File: src/rtl/pc_pkg.sv
// pc_pkg: codes shared by programCounter and the fetch sequencer.
//  PS_*          : programCounter function select values
//  fetch_state_e : fetch sequencer state encoding
//  redirect_ps   : PS code for an absolute or PC-relative redirect
package pc_pkg;

    localparam logic [1:0] PS_HOLD   = 2'b00;  // PC <= PC
    localparam logic [1:0] PS_INC    = 2'b01;  // PC <= PC + 4
    localparam logic [1:0] PS_LOAD   = 2'b10;  // PC <= in
    localparam logic [1:0] PS_BRANCH = 2'b11;  // PC <= PC + 4 + in*4

    typedef enum logic [2:0] {
        ST_BOOT,
        ST_FETCH,
        ST_WAIT,
        ST_HOLD,
        ST_DRAIN,
        ST_FAULT
    } fetch_state_e;

    function automatic logic [1:0] redirect_ps(input logic rel);
        return rel ? PS_BRANCH : PS_LOAD;
    endfunction

endpackage

File: src/rtl/fetch_sequencer_if.sv
// fetch_sequencer_if: instruction-memory read bus, decode-side instruction
// handshake and the redirect request, bundled.
//  master : the fetch sequencer (drives imem_req/addr and instr*)
//  slave  : memory, decode and branch-resolution side
interface fetch_sequencer_if;

    logic        imem_req;
    logic [63:0] imem_addr;
    logic        imem_ack;
    logic [31:0] imem_rdata;

    logic [31:0] instr;
    logic [63:0] instr_pc;
    logic        instr_valid;
    logic        instr_ready;

    logic        redirect_valid;
    logic        redirect_rel;
    logic [63:0] redirect_target;

    modport master (
        output imem_req, imem_addr, instr, instr_pc, instr_valid,
        input  imem_ack, imem_rdata, instr_ready,
               redirect_valid, redirect_rel, redirect_target
    );

    modport slave (
        input  imem_req, imem_addr, instr, instr_pc, instr_valid,
        output imem_ack, imem_rdata, instr_ready,
               redirect_valid, redirect_rel, redirect_target
    );

endinterface

File: src/rtl/fetch_watchdog.sv
// fetch_watchdog: counts cycles a memory request has been outstanding.
//  clock, reset : rising edge, synchronous active-high reset
//  clear        : restart the count at zero
//  enable       : count this cycle
//  expired      : count has reached TIMEOUT (holds there)
module fetch_watchdog #(
    parameter int unsigned TIMEOUT = 16
) (
    input  logic clock,
    input  logic reset,
    input  logic clear,
    input  logic enable,
    output logic expired
);

    localparam int CW = $clog2(TIMEOUT + 1);

    logic [CW-1:0] count_q, count_d;

    assign expired = (count_q == CW'(TIMEOUT));

    always_comb begin
        count_d = count_q;
        if (clear)
            count_d = '0;
        else if (enable && !expired)
            count_d = count_q + CW'(1);
    end

    always_ff @(posedge clock) begin
        if (reset)
            count_q <= '0;
        else
            count_q <= count_d;
    end

endmodule

File: src/rtl/fetch_sequencer.sv
// fetch_sequencer: boots programCounter to RESET_VECTOR, reads instruction
// memory at PC, hands each instruction to decode and steers PC (+4 or redirect).
// The block never adds: all PC arithmetic happens in programCounter via PS/pc_in.
//  clock, reset     : rising edge, synchronous active-high reset
//  PC               : current PC from programCounter
//  PS, pc_in        : programCounter function select / operand (combinational)
//  bus (master)     : imem req/ack read, instr valid/ready, redirect pulse
//  fetch_fault      : sticky; set on misaligned PC or memory timeout
//  fault_pc         : PC when the fault was taken
module fetch_sequencer
    import pc_pkg::*;
#(
    parameter logic [63:0] RESET_VECTOR = 64'h0,
    parameter int unsigned TIMEOUT      = 16
) (
    input  logic              clock,
    input  logic              reset,
    input  logic [63:0]       PC,
    output logic [1:0]        PS,
    output logic [63:0]       pc_in,
    fetch_sequencer_if.master bus,
    output logic              fetch_fault,
    output logic [63:0]       fault_pc
);

    fetch_state_e state_q, state_d;
    logic         imem_req_q, imem_req_d;
    logic [63:0]  imem_addr_q, imem_addr_d;
    logic [31:0]  instr_q, instr_d;
    logic [63:0]  instr_pc_q, instr_pc_d;
    logic         instr_valid_q, instr_valid_d;
    logic         fetch_fault_q, fetch_fault_d;
    logic [63:0]  fault_pc_q, fault_pc_d;
    logic         redir;
    logic         wd_expired;

    // The watchdog runs for as long as a request is on the bus (WAIT and DRAIN).
    fetch_watchdog #(.TIMEOUT(TIMEOUT)) u_watchdog (
        .clock   (clock),
        .reset   (reset),
        .clear   (!imem_req_q),
        .enable  (imem_req_q),
        .expired (wd_expired)
    );

    // Redirects are meaningless before PC is booted and after a fault.
    assign redir = bus.redirect_valid && (state_q != ST_BOOT) && (state_q != ST_FAULT);

    always_comb begin
        state_d       = state_q;
        PS            = PS_HOLD;
        pc_in         = '0;
        imem_addr_d   = imem_addr_q;
        instr_d       = instr_q;
        instr_pc_d    = instr_pc_q;
        fetch_fault_d = fetch_fault_q;
        fault_pc_d    = fault_pc_q;

        case (state_q)
            ST_BOOT: begin
                PS      = PS_LOAD;
                pc_in   = RESET_VECTOR;
                state_d = ST_FETCH;
            end
            ST_FETCH: begin
                // A redirect here reloads PC; fetch starts from the new PC next cycle.
                if (!redir) begin
                    if (PC[1:0] != 2'b00) begin
                        state_d       = ST_FAULT;
                        fetch_fault_d = 1'b1;
                        fault_pc_d    = PC;
                    end else begin
                        imem_addr_d = PC;
                        state_d     = ST_WAIT;
                    end
                end
            end
            ST_WAIT: begin
                if (bus.imem_ack) begin
                    if (redir) begin
                        state_d = ST_FETCH;
                    end else begin
                        instr_d    = bus.imem_rdata;
                        instr_pc_d = imem_addr_q;
                        state_d    = ST_HOLD;
                    end
                end else if (wd_expired) begin
                    state_d       = ST_FAULT;
                    fetch_fault_d = 1'b1;
                    fault_pc_d    = PC;
                end else if (redir) begin
                    state_d = ST_DRAIN;
                end
            end
            ST_HOLD: begin
                if (redir) begin
                    state_d = ST_FETCH;
                end else if (bus.instr_ready) begin
                    PS      = PS_INC;
                    state_d = ST_FETCH;
                end
            end
            ST_DRAIN: begin
                // Stale read: wait it out, drop the data.
                if (bus.imem_ack) begin
                    state_d = ST_FETCH;
                end else if (wd_expired) begin
                    state_d       = ST_FAULT;
                    fetch_fault_d = 1'b1;
                    fault_pc_d    = PC;
                end
            end
            ST_FAULT: begin
                state_d = ST_FAULT;
            end
            default: begin
                state_d = ST_BOOT;
            end
        endcase

        // Redirect overrides the +4 from a HOLD transfer in the same cycle.
        if (redir) begin
            PS    = redirect_ps(bus.redirect_rel);
            pc_in = bus.redirect_target;
        end

        if (reset) begin
            PS    = PS_HOLD;
            pc_in = '0;
        end

        imem_req_d    = (state_d == ST_WAIT) || (state_d == ST_DRAIN);
        instr_valid_d = (state_d == ST_HOLD);
    end

    always_ff @(posedge clock) begin
        if (reset) begin
            state_q       <= ST_BOOT;
            imem_req_q    <= 1'b0;
            imem_addr_q   <= '0;
            instr_q       <= '0;
            instr_pc_q    <= '0;
            instr_valid_q <= 1'b0;
            fetch_fault_q <= 1'b0;
            fault_pc_q    <= '0;
        end else begin
            state_q       <= state_d;
            imem_req_q    <= imem_req_d;
            imem_addr_q   <= imem_addr_d;
            instr_q       <= instr_d;
            instr_pc_q    <= instr_pc_d;
            instr_valid_q <= instr_valid_d;
            fetch_fault_q <= fetch_fault_d;
            fault_pc_q    <= fault_pc_d;
        end
    end

    assign bus.imem_req    = imem_req_q;
    assign bus.imem_addr   = imem_addr_q;
    assign bus.instr       = instr_q;
    assign bus.instr_pc    = instr_pc_q;
    assign bus.instr_valid = instr_valid_q;
    assign fetch_fault     = fetch_fault_q;
    assign fault_pc        = fault_pc_q;

endmodule
File: src/flat_wrapper.sv
// flat-port wrapper written by rule: the top's interface ports become plain ports
module fetch_sequencer_flat import pc_pkg::*;
#(
    parameter logic [63:0] RESET_VECTOR = 64'h0,
    parameter int unsigned TIMEOUT      = 16
)
  (clock, reset, PC, PS, pc_in, fetch_fault, fault_pc, bus_imem_req, bus_imem_addr, bus_instr, bus_instr_pc, bus_instr_valid, bus_imem_ack, bus_imem_rdata, bus_instr_ready, bus_redirect_valid, bus_redirect_rel, bus_redirect_target);
  fetch_sequencer_if bus_i ();
  input  logic clock;
  input  logic reset;
  input  logic [63:0] PC;
  output logic [1:0] PS;
  output logic [63:0] pc_in;
  output logic fetch_fault;
  output logic [63:0] fault_pc;
  output wire logic [$bits(bus_i.imem_req)-1:0] bus_imem_req;
  output wire logic [$bits(bus_i.imem_addr)-1:0] bus_imem_addr;
  output wire logic [$bits(bus_i.instr)-1:0] bus_instr;
  output wire logic [$bits(bus_i.instr_pc)-1:0] bus_instr_pc;
  output wire logic [$bits(bus_i.instr_valid)-1:0] bus_instr_valid;
  input wire logic [$bits(bus_i.imem_ack)-1:0] bus_imem_ack;
  input wire logic [$bits(bus_i.imem_rdata)-1:0] bus_imem_rdata;
  input wire logic [$bits(bus_i.instr_ready)-1:0] bus_instr_ready;
  input wire logic [$bits(bus_i.redirect_valid)-1:0] bus_redirect_valid;
  input wire logic [$bits(bus_i.redirect_rel)-1:0] bus_redirect_rel;
  input wire logic [$bits(bus_i.redirect_target)-1:0] bus_redirect_target;
  assign bus_imem_req = bus_i.imem_req;
  assign bus_imem_addr = bus_i.imem_addr;
  assign bus_instr = bus_i.instr;
  assign bus_instr_pc = bus_i.instr_pc;
  assign bus_instr_valid = bus_i.instr_valid;
  assign bus_i.imem_ack = bus_imem_ack;
  assign bus_i.imem_rdata = bus_imem_rdata;
  assign bus_i.instr_ready = bus_instr_ready;
  assign bus_i.redirect_valid = bus_redirect_valid;
  assign bus_i.redirect_rel = bus_redirect_rel;
  assign bus_i.redirect_target = bus_redirect_target;
  fetch_sequencer #(.RESET_VECTOR(RESET_VECTOR), .TIMEOUT(TIMEOUT)) u_core (.clock(clock), .reset(reset), .PC(PC), .PS(PS), .pc_in(pc_in), .bus(bus_i), .fetch_fault(fetch_fault), .fault_pc(fault_pc));
endmodule
File: config.mk
export PLATFORM = sky130hd
export DESIGN_NAME = fetch_sequencer_flat
export DESIGN_NICKNAME = d
export VERILOG_FILES = /design/src/rtl/pc_pkg.sv /design/src/rtl/fetch_sequencer_if.sv /design/src/rtl/fetch_watchdog.sv /design/src/rtl/fetch_sequencer.sv /design/src/flat_wrapper.sv
export SDC_FILE = /design/constraint.sdc
export NUM_CORES = 1
export LEC_CHECK = 0
export ABC_AREA = 1
export CORE_AREA = 2 2 176 178
export DETAILED_ROUTE_END_ITERATION = 16
export DIE_AREA = 0 0 178 180
export GPL_TIMING_DRIVEN = 0
export PLACE_DENSITY_LB_ADDON = 0.25
export SLEW_MARGIN = 30
export SYNTH_ARGS = -nofsm -noshare
export SYNTH_HDL_FRONTEND = slang
export SYNTH_SLANG_ARGS = --single-unit
File: constraint.sdc
create_clock -name clock -period 3.5 [get_ports clock]
set_input_delay 0.875 -clock clock [delete_from_list [all_inputs] [get_ports clock]]
set_output_delay 0.875 -clock clock [all_outputs]
set_load 0.02 [all_outputs]
==> reports/metrics.cfg, run 1 <==
[status]
status = completed

[placed_design]
hpwl_mm = 28.4
io_buffers = 458
gp_congestion = 0.845
post_dp_cell_area_um2 = 14300

[route]
routedWlPerCell_um = 17.7
vias_per_cell = 4.53
drt_first_pass_iters = 5
postRouteWirelength_mm = 37.5
vias = 9610
drt-initial-drc-count = 453
final_antenna_net_count = 0
drcViolationCount = 0

[setup_path]
crit_buf_inv = 4
start_kind = input pin
crit_path_top_delay_cell = clkdlybuf4s50_1
cp_slowest_stage_delay_ns = 0.65
rr_startpoint = u_core.u_watchdog.count_q[0]
crit_arrival_ns = 2.47
path_cells = dlygate4sd2_1 -> inv_1 -> buf_6 -> nand3_2 -> nor2_1 -> clkdlybuf4s50_1
rr_worst_depth = 12
required_ns = 2.62
r2r_slack_ns = 1.28
crit_start = reset
path_class = input pin to output port
cp.depth = 6
cp_max_fo = 11
crit_family = buffers and inverters
end_kind = output port

[power]
p_per_area_nw_per_um2 = 526
p_leak_nw = 6.40
vdd_drop_max_mv = 0.346
finalPower_mw = 8.00

[hold_path]
min_path_type = flip-flop to flip-flop
min-delay-start = u_core.fetch_fault
hold_depth = 2

[floorplan]
start_util_pct = 30.4
num_rows = 64
die_area_um2 = 32000
dieHeight_um = 180
core_um2 = 30200
io-pin-count = 459
die_x_um = 178

[sta]
tns_ns = 0
finalClockSkew_ns = 0.00572
rsz0062_at_grt = no
fin_crit_sh_pct = 95.7
worst_pin_slew_ns = 0.911
slew_headroom_pct = 39.2
fmax_ghz = 0.299
final_max_slew_viol_count = 0
finalSetupViolations = 0
final_hold_viol_count = 0
fin_crit_ns = 3.35

[logic_synthesis]
synth_top_area_cell = dfxtp_1
synth-main-ff-cell = dfxtp_1
ys_types = 27
yosysMostFrequentCell = nor2_1
synthArstFlopShare_pct = 0
syn_nets = 1381
synthTopCellsByArea = dfxtp_1, nor2_1, o21ai_0
synth_edf_count = 0
yosys_warnings = 0
synth_seq_cells = 235
synth_top_cell_area_share_pct = 51.2
synth.avg_cell_area_um2 = 7.57
synth_common_cells = nor2_1, dfxtp_1, inv_1, o21ai_0, a21oi_1
synth_area_um2 = 9180
syn_inst = 1213
yosysSeqAreaShare_pct = 51.2

[clock_tree]
clock_sinks = 235
insertion_delay_ns = 0.53
clk_pin_slew_ns = 0.06
htreeDepth = 1
cts-buffers-inserted = 28
cts_hold_buf = 0
cts_tree = yes
cts_root_buf = clkbuf_16
clk_path_buf_depth = 3

[final_layout]
drive_gt1_share_pct = 6.61
diodes = 0
stdcell_area_um2 = 15200
fin_nets = 1871
area_growth_pct = 65.5
finish.utilization_pct = 50.3

[flow_run]
drv_cap = 0

[global_routing]
grtUsageTotal_pct = 22.5
grt_pass1_vias = 9605
antenna_found_initial = 0
grt_max_degree = 14
grt.overflow.total = 0
grt_pass1_wl_mm = 55.9

[stage by stage]
stage,hold WS [ns],worst slack [ns],std cells
after floorplan,0.456,0.755,1213
after global placement,0.447,-1.17,2067
after detailed placement,0.451,-1.14,2067
after CTS,0.467,0.00245,2120
after global routing,0.490,0.0491,2120
final,0.464,0.152,2120
[layout by cell type, fill, tap and decap left out]
cell type / n
a21oi_1: 132
a21oi_2: 1
a31oi_1: 1
buf_1: 3
buf_2: 30
buf_4: 9
buf_6: 3
bufinv_16: 3
clkbuf_1: 39
clkbuf_16: 29
clkbuf_2: 2
clkbuf_4: 6
clkbuf_8: 6
clkdlybuf4s50_1: 395
clkinv_2: 6
clkinvlp_4: 1
dfxtp_1: 235
dlygate4sd2_1: 60
dlymetal6s2s_1: 1
ha_1: 2
inv_1: 143
inv_2: 6
nand2_1: 83
nand2_2: 2
nand2_4: 1
nand3_1: 11
nand3_2: 3
nand3_4: 3
nand3b_1: 64
nand4_1: 1
nor2_1: 272
nor2_2: 2
nor3_1: 2
o21ai_0: 141
o21ai_1: 24
o21ai_2: 1
o21bai_1: 1
[worst reg2reg max path: cells and delay by family, from the launching register on]
family	cells	cell delay [ns]
adders and majority gates	1	0.16
DFF	1	0.32
and+or+nand+nor	7	1.01
buffers and inverters	4	0.63
[logic make-up (layout without fill, tap and decap cells)]
kind of cell / count (synthesis) / count (layout) / share of synthesized area (%)
AOI/OAI and AO/OA: 301 / 301 / 16.5
and+or+nand+nor: 443 / 444 / 21.6
DFF: 235 / 235 / 51.2
buffers and inverters: 232 / 742 / 10.4
adders and majority gates: 2 / 2 / 0.272
[report_power, final]
group	internal (mW)	switching [mW]	total (mW)
Clock	1.85	1.13	2.98
Sequential	2.91	0.131	3.04
Combinational	0.862	1.11	1.98
[final timing paths]
check,to
max reg2reg,u_core.fault_pc[9]
min,u_core.fetch_fault
max,pc_in[63]
min reg2reg,u_core.fetch_fault
[registers in the layout, summed over array words and instances (netlist names)]
register and flops:
u_core.state_q 3, u_core.bus.imem_req 1, u_core.fetch_fault 1, u_core.u_watchdog.count_q 5, u_core.bus.imem_addr 64, u_core.bus.instr_valid 1
u_core.bus.instr 32, u_core.bus.instr_pc 64, u_core.fault_pc 64
[metal layers]
layer / vias up / GRT usage, % / routed length, µm
li1: 4832 / - / -
met1: 4361 / 26.5 / 15400
met2: 356 / 38.7 / 17600
met3: 61 / 7.95 / 3710
met4: 0 / 5.61 / 846
met5: - / 0 / 0
[final cells by class]
class | count | area, µm²
Tap cell | 396 | 495
Buffer | 83 | 424
Clock buffer | 41 | 831
Multi-Input combinational cell | 747 | 3550
Timing Repair Buffer | 459 | 4510
Inverter | 149 | 559
Clock inverter | 10 | 128
Sequential cell | 235 | 4700
Fill cell | 2974 | 15000
[repair_timing]
item | 4_1_cts | 5_1_grt
resized for setup | 79 | 5
buffers inserted | 1 | 0
setup endpoints to repair | 65 | 3
gates cloned | 1 | 0
pin swaps | 1 | 0
(Power assumes the default switching activity.)
==> run 2, diff against run 1 <==
Settings changed: CORE_AREA 2 2 176 178 to 2 2 179 181, DIE_AREA 0 0 178 180 to 0 0 181 183, GPL_TIMING_DRIVEN 0 to unset.
==> reports/metrics.cfg, run 2 (synthesized netlist as in run 1, its figures left out) <==
[sta]
tns_ns = 0
fin_crit_ns = 3.43
fin_crit_sh_pct = 98.0
rsz0062_at_grt = no
final_hold_viol_count = 0
whs_ns = 0.462
worst_pin_slew_ns = 0.986
finalSetupViolations = 0
fin_ws_ns = 0.0693
fmax_ghz = 0.291
finalClockSkew_ns = 0.0244
final_max_slew_viol_count = 0
slew_headroom_pct = 34.3

[global_routing]
grt_pass1_vias = 9230
grt.overflow.total = 0
grt_max_degree = 228
grtUsageTotal_pct = 20.9
grt_pass1_wl_mm = 54.2
antenna_found_initial = 3

[power]
p_int_mw = 5.59
p_sw_share_pct = 29.8
vdd_drop_max_mv = 0.372
power_frac_seq_pct = 38.1
p_leak_nw = 7.02
clock_power_share_pct = 37.3
p_switching_mw = 2.37
p_comb_share_pct = 24.6
p_per_area_nw_per_um2 = 524

[final_layout]
n_fill_cell = 3086
final_common_cell = clkdlybuf4s50_1
fin_nets = 1804
mostFrequentLayoutCells = clkdlybuf4s50_1, nor2_1, dfxtp_1
drive_gt1_share_pct = 4.95
finish.utilization_pct = 48.7
area_growth_pct = 65.6

[hold_path]
min_path_type = flip-flop to flip-flop

[placed_design]
hpwl_mm = 25.5
io_buffers = 458
dp_slack_ns = 0.0268
gp_congestion = 0.896

[status]
status = completed

[setup_path]
end_kind = output port
crit_arrival_ns = 2.56
path_class = input pin to output port
required_ns = 2.62
r2r_slack_ns = 1.36
start_kind = input pin
cp_max_fo = 64

[clock_tree]
cts-buffers-inserted = 27
clock_sinks = 235
insertion_delay_ns = 0.56
cts_hold_buf = 0
htreeDepth = 1
clk_pin_slew_ns = 0.06
cts_root_buf = clkbuf_16
cts_tree = yes
clk_path_buf_depth = 3

[route]
vias = 9379
postRouteWirelength_mm = 36.0
vias_per_cell = 4.56
drt-initial-drc-count = 500
final_antenna_net_count = 0
drt_first_pass_iters = 5
drcViolationCount = 0
routedWlPerCell_um = 17.5

[floorplan]
io-pin-count = 459
core_um2 = 31200
die_area_um2 = 33100
dieHeight_um = 183
die_x_um = 181
num_rows = 65
start_util_pct = 29.4

[flow_run]
drv_cap = 0

run 2: cell types whose count changed in the layout (fill, tap and decap cells not counted), moves of 6 or more:
cell,before,now
buf_12,0,8
buf_2,30,0
buf_4,9,15
clkbuf_1,39,8
clkbuf_4,6,0
dlygate4sd2_1,60,0
dlymetal6s2s_1,1,59
run 2: critical path, stage by stage:
cell	delay, ns
clkdlybuf4s50_1	0.58
nand3_2	0.13
buf_12	0.19
nor2_1	0.12
clkdlybuf4s50_1	0.61
run 2: metrics by stage:
step           cells  instance area [µm²]  power (mW)
2_1_floorplan   1213                 9180        4.08
3_3_place_gp    2009                14100        5.06
3_5_place_dp    2009                14100        5.07
4_1_cts         2057                15100        8.08
5_1_grt         2058                15200        8.36
6_report        2058                15200        7.97
run 2: metal layers:
metal	up-vias	part of all wire (%)	track usage, %
li1	4693	-	-
met1	4249	42	25.7
met2	362	44	33.4
met3	71	9.8	7.80
met4	4	3.7	7.41
met5	-	0.047	0
run 2: what timing repair did:
item,CTS,global route
buffers inserted,0,0
gates resized for setup,0,59
endpoints found under the setup margin,0,59
run 2: cell type report:
type	instances	area, µm²	area share [%]
Timing Repair Buffer	477	4960	32.6
Clock buffer	40	774	5.09
Clock inverter	8	155	1.02
Tap cell	402	503	3.31
Sequential cell	235	4700	30.9
Antenna cell	1	2.50	0.0165
Multi-Input combinational cell	746	3540	23.3
Inverter	149	567	3.73
run 2: path summary, 6_finish.rpt:
kind,startpoint,end,depth (start not counted)
max,bus_redirect_valid,pc_in[0],5
max reg2reg,u_core.state_q[2],u_core.bus.imem_addr[10],7
min reg2reg,u_core.bus.imem_addr[47],u_core.bus.instr_pc[47],2
min,u_core.bus.imem_addr[47],u_core.bus.instr_pc[47],2
run 2: power groups by stage:
stage	logic (mW)	registers [mW]	clock network (mW)
finish	1.96	3.03	2.97
global route	2.13	3.06	3.16
CTS	1.99	3.04	3.05
detailed placement	1.98	3.09	0
global placement	1.98	3.08	0
floorplan	0.726	3.36	0
